==> src/rtl/mem_bus_arbiter.sv <==
// Two-master (fetch M0, load/store M1) to single-slave bus arbiter, one access in flight.
// Define ARB_ROUND_ROBIN_EN for round-robin tie-breaking; otherwise M1 has strict priority.
module mem_bus_arbiter #(
    parameter int ADDR_W = 32,
    parameter int DATA_W = 32
) (
    input  logic                clk_i,
    input  logic                rstn_i,
    input  logic                m0_req_i,
    input  logic [ADDR_W-1:0]   m0_addr_i,
    output logic                m0_ack_o,
    output logic [DATA_W-1:0]   m0_rdata_o,
    input  logic                m1_req_i,
    input  logic                m1_we_i,
    input  logic [ADDR_W-1:0]   m1_addr_i,
    input  logic [DATA_W-1:0]   m1_wdata_i,
    input  logic [DATA_W/8-1:0] m1_be_i,
    output logic                m1_ack_o,
    output logic [DATA_W-1:0]   m1_rdata_o,
    output logic                s_req_o,
    output logic                s_we_o,
    output logic [ADDR_W-1:0]   s_addr_o,
    output logic [DATA_W-1:0]   s_wdata_o,
    output logic [DATA_W/8-1:0] s_be_o,
    input  logic                s_ack_i,
    input  logic [DATA_W-1:0]   s_rdata_i,
    output logic [1:0]          gnt_o,
    output logic                busy_o
);
    localparam int BE_W = DATA_W / 8;

    localparam logic [1:0] ST_IDLE = 2'd0;
    localparam logic [1:0] ST_BUSY = 2'd1;
    localparam logic [1:0] ST_DONE = 2'd2;

    logic [1:0] state_reg;
    logic       sel_m1;

`ifdef ARB_ROUND_ROBIN_EN
    // Set when M1 won the most recent grant; a tie goes to the other port.
    logic last_m1_reg;

    always_comb begin
        sel_m1 = m1_req_i;
        if (m0_req_i && m1_req_i) begin
            sel_m1 = !last_m1_reg;
        end
    end

    always_ff @(posedge clk_i or negedge rstn_i) begin
        if (!rstn_i) begin
            last_m1_reg <= 1'b0;
        end else if (state_reg == ST_IDLE && (m0_req_i || m1_req_i)) begin
            last_m1_reg <= sel_m1;
        end
    end
`else
    assign sel_m1 = m1_req_i;
`endif

    always_ff @(posedge clk_i or negedge rstn_i) begin
        if (!rstn_i) begin
            state_reg  <= ST_IDLE;
            s_req_o    <= 1'b0;
            s_we_o     <= 1'b0;
            s_addr_o   <= '0;
            s_wdata_o  <= '0;
            s_be_o     <= '0;
            gnt_o      <= 2'b00;
            busy_o     <= 1'b0;
            m0_ack_o   <= 1'b0;
            m1_ack_o   <= 1'b0;
            m0_rdata_o <= '0;
            m1_rdata_o <= '0;
        end else begin
            case (state_reg)
                ST_IDLE: begin
                    if (m0_req_i || m1_req_i) begin
                        state_reg <= ST_BUSY;
                        s_req_o   <= 1'b1;
                        busy_o    <= 1'b1;
                        if (sel_m1) begin
                            gnt_o     <= 2'b10;
                            s_we_o    <= m1_we_i;
                            s_addr_o  <= m1_addr_i;
                            s_wdata_o <= m1_wdata_i;
                            s_be_o    <= m1_be_i;
                        end else begin
                            gnt_o     <= 2'b01;
                            s_we_o    <= 1'b0;
                            s_addr_o  <= m0_addr_i;
                            s_wdata_o <= '0;
                            s_be_o    <= {BE_W{1'b1}};
                        end
                    end
                end
                ST_BUSY: begin
                    // s_we_o still reflects the access here, so it selects read-data capture.
                    if (s_ack_i) begin
                        state_reg <= ST_DONE;
                        s_req_o   <= 1'b0;
                        s_we_o    <= 1'b0;
                        if (gnt_o[1]) begin
                            m1_ack_o <= 1'b1;
                            if (!s_we_o) begin
                                m1_rdata_o <= s_rdata_i;
                            end
                        end else begin
                            m0_ack_o   <= 1'b1;
                            m0_rdata_o <= s_rdata_i;
                        end
                    end
                end
                ST_DONE: begin
                    state_reg <= ST_IDLE;
                    m0_ack_o  <= 1'b0;
                    m1_ack_o  <= 1'b0;
                    gnt_o     <= 2'b00;
                    busy_o    <= 1'b0;
                end
                default: begin
                    state_reg <= ST_IDLE;
                end
            endcase
        end
    end
endmodule

==> config.mk <==
export PLATFORM = sky130hd
export DESIGN_NAME = mem_bus_arbiter
export DESIGN_NICKNAME = d
export VERILOG_FILES = /design/src/rtl/mem_bus_arbiter.sv
export SDC_FILE = /design/constraint.sdc
export NUM_CORES = 1
export LEC_CHECK = 0
export ABC_AREA = 1
export CAP_MARGIN = 20
export CORE_AREA = 2 2 135 137
export DETAILED_ROUTE_END_ITERATION = 16
export DIE_AREA = 0 0 137 139
export PLACE_DENSITY = 0.69
export SYNTH_ARGS = -nofsm -noshare
export SYNTH_HDL_FRONTEND = slang
export SYNTH_SLANG_ARGS = --single-unit
==> constraint.sdc <==
create_clock -name clk_i -period 1.45 [get_ports clk_i]
set_input_delay 0.145 -clock clk_i [delete_from_list [all_inputs] [get_ports clk_i]]
set_output_delay 0.145 -clock clk_i [all_outputs]
set_load 0.1 [all_outputs]
==> impl_metrics.yaml, run 1 <==
status:
  status: "finished, final reports clean"
synth:
  yosys_register_bits: 141
  synth_compound_area_frac: 0.04032
  synth_area_leaders: "dfrtp_1, nand2_1, nand3_1"
  yosysSeqAreaShare: 0.5801
  synth_cells: 749
  synth_nets: 887
  yosysUniqueCellTypes: 14
  synth_adder_area_share: 0
  avgSynthCellArea_um2: 8.120
  yosys.area_share.simple: 0.3211
  synth_area_mm2: 0.006082
  synth_mux_area_frac: 0
  ys_warn_count: 0
  synth_top_family_by_area: "simple AND/OR/NAND/NOR gates"
  synth_top_area_cell: "dfrtp_1"
  synth_xor_area_frac: 0
  yosysTopAreaCellShare: 0.5801
layout:
  drive_gt1_frac: 0.1963
  final_cell_mix: "nand2_1, buf_12, dfrtp_1"
  final_nets: 1160
  layout.cells.non_filler: 1263
  final_common_cell: "nand2_1"
  antenna_cells: 0
  seqCellArea_mm2: 0.003533
  fill_cells: 1409
  multiInputGateArea_mm2: 0.002206
  area_growth_pct: 85.04
worst_setup_path:
  cp-startpoint: "gnt_o[1]"
  critPathRequiredTime_ps: 1760
  worst-setup-path-type: "flop to flop"
  crit_end: "m0_rdata_o[25]"
  rrSetupSlack_ps: 130
  crit_fanout: 33
  r2r_end: "m0_rdata_o[25]"
  cpMostUsedCell: "nand2_1"
  worstPathCellList: "nor2_2 -> nand2_1 -> buf_12 -> nand2_1 -> nand2_1"
  critPathMaxStageDelay_ps: 520
  rr_startpoint: "gnt_o[1]"
  arrival_ps: 1630
  crit_path_start_kind: "flop"
  crit_path_end_kind: "flop"
  rr_worst_depth: 5
  critPathSlowestCell: "dfrtp_4"
global_route:
  antenna_found_initial: 0
  grt_pass1_wl_um: 31300
  grt_pass1_vias: 5973
  grt_max_degree: 42
  grt_usage: 0.2120
  gr-total-overflow: 0
place:
  post-dp-hpwl_um: 14110
  dpl_worst_slack_ps: 7.775
  io_buffers: 276
  place.gp.congestion: 0.8109
  placed_cells: 1231
clock_network:
  cts_tree: "done"
  cts_htree_levels: 4
  clkTransAtPathRegs_ps: 60
  cts_max_path_buffers: 2
  cts-root-buf: "clkbuf_16"
  cts_sinks: 141
  clk_latency_ps: 420
  post-cts-setup-buffer-count: 0
  cts_buffers: 17
timing:
  setup-tns-final_ps: 0
  fin_crit_ps: 1319
  finalHoldViolations: 0
  worst_pin_slew_ps: 400.6
  rsz0062_at_grt: "no"
  relSlewSlack: 0.7329
  slew_violations: 0
  layout_setup_ws_ps: 131.1
  fmax_mhz: 758.2
  fin_skew_ps: 10.84
  fin_crit_sh: 0.9096
  setup-violations-final: 0
routing:
  drtAntennaViolNets: 0
  vias: 5831
  drt_iter0_drc: 300
  post_drt_via_cell_ratio: 4.617
  drc: 0
  drt_wl_total_um: 19390
  dr.pass1.iters: 5
  wl_per_cell_um: 15.35
die:
  coreArea_mm2: 0.01766
  rows: 49
  start_util: 0.3445
  die_h_um: 139
  ios: 277
  die_area_mm2: 0.01904
  die_x_um: 137
worst_hold_path:
  hold_path.class: "primary input to flop"
job:
  maxCapViolations: 0
[Yosys cell counts]
cell / number
buf_2: 23
buf_4: 5
clkbuf_1: 14
dfrtp_1: 141
inv_1: 37
inv_2: 3
nand2_1: 407
nand3_1: 67
nand3_2: 1
nor2_1: 15
nor2_2: 2
nor2_4: 1
o21ai_0: 1
o21bai_1: 32
[critical path, delay by kind of cell (launching register included)]
kind,cells,cell delay [ps]
DFF,1,520
and+or+nand+nor,4,490
buffers and inverters,1,190
[routing by layer]
metal	track usage	wire, um
met1	0.2433	7404
met2	0.3582	9947
met3	0.06140	1270
met4	0.1036	770
met5	0	0
[kinds of logic (layout without fill, tap and decap cells)]
group | after synthesis | in the layout
AOI/OAI and AO/OA | 33 | 33
buffers and inverters | 82 | 367
DFF | 141 | 141
and+or+nand+nor | 493 | 493
[metrics by stage]
| step | utilization | cell area [um^2] | hold slack [ps] |
|---|---|---|---|
| 2_1_floorplan | - | 6087 | -150.6 |
| 3_3_place_gp | 0.6013 | 10620 | 75.51 |
| 3_5_place_dp | 0.6013 | 10620 | 72.33 |
| 4_1_cts | 0.6373 | 11250 | 25.06 |
| 5_1_grt | 0.6374 | 11250 | 54.54 |
| 6_report | 0.6374 | 11250 | 39.24 |
[how the worst min path moves through the flow]
stage | start | endpoint | cells past startpoint
detailed placement | rstn_i | m0_rdata_o[0] | 1
global placement | rstn_i | m0_rdata_o[0] | 1
finish | m1_req_i | gnt_o[0] | 4
floorplan | rstn_i | busy_o | 0
CTS | m1_req_i | gnt_o[0] | 4
global route | m1_req_i | gnt_o[0] | 4
[area by class of cell]
class	instances	area share
repair buffers	296	0.3957
flip-flops and latches	141	0.3140
multi-input cells	526	0.1960
clock buffers	18	0.03902
well taps	229	0.02546
clock inverters	13	0.01656
inverters	40	0.01334
[timing repair]
item | CTS | global route
hold endpoints to repair | 113 | 0
hold buffers | 1 | 0
resized for setup | 0 | 1
setup endpoints to repair | 0 | 4
Power of run 1 is left out: the tool's default activity adds up to more than one toggle a clock period on the data nets, which glitch-free logic cannot reach.
==> run 2: changes to the inputs <==
--- a/config.mk
+++ b/config.mk
@@ -6,7 +6,7 @@
 export NUM_CORES = 1
 export LEC_CHECK = 0
 export ABC_AREA = 1
-export CAP_MARGIN = 20
+export CAP_MARGIN = 0
 export CORE_AREA = 2 2 135 137
 export DETAILED_ROUTE_END_ITERATION = 16
 export DIE_AREA = 0 0 137 139
==> results of run 2 <==
Final layout, timing and power as in run 1 (identical DEF).
Power of run 2 is left out for the same reason.
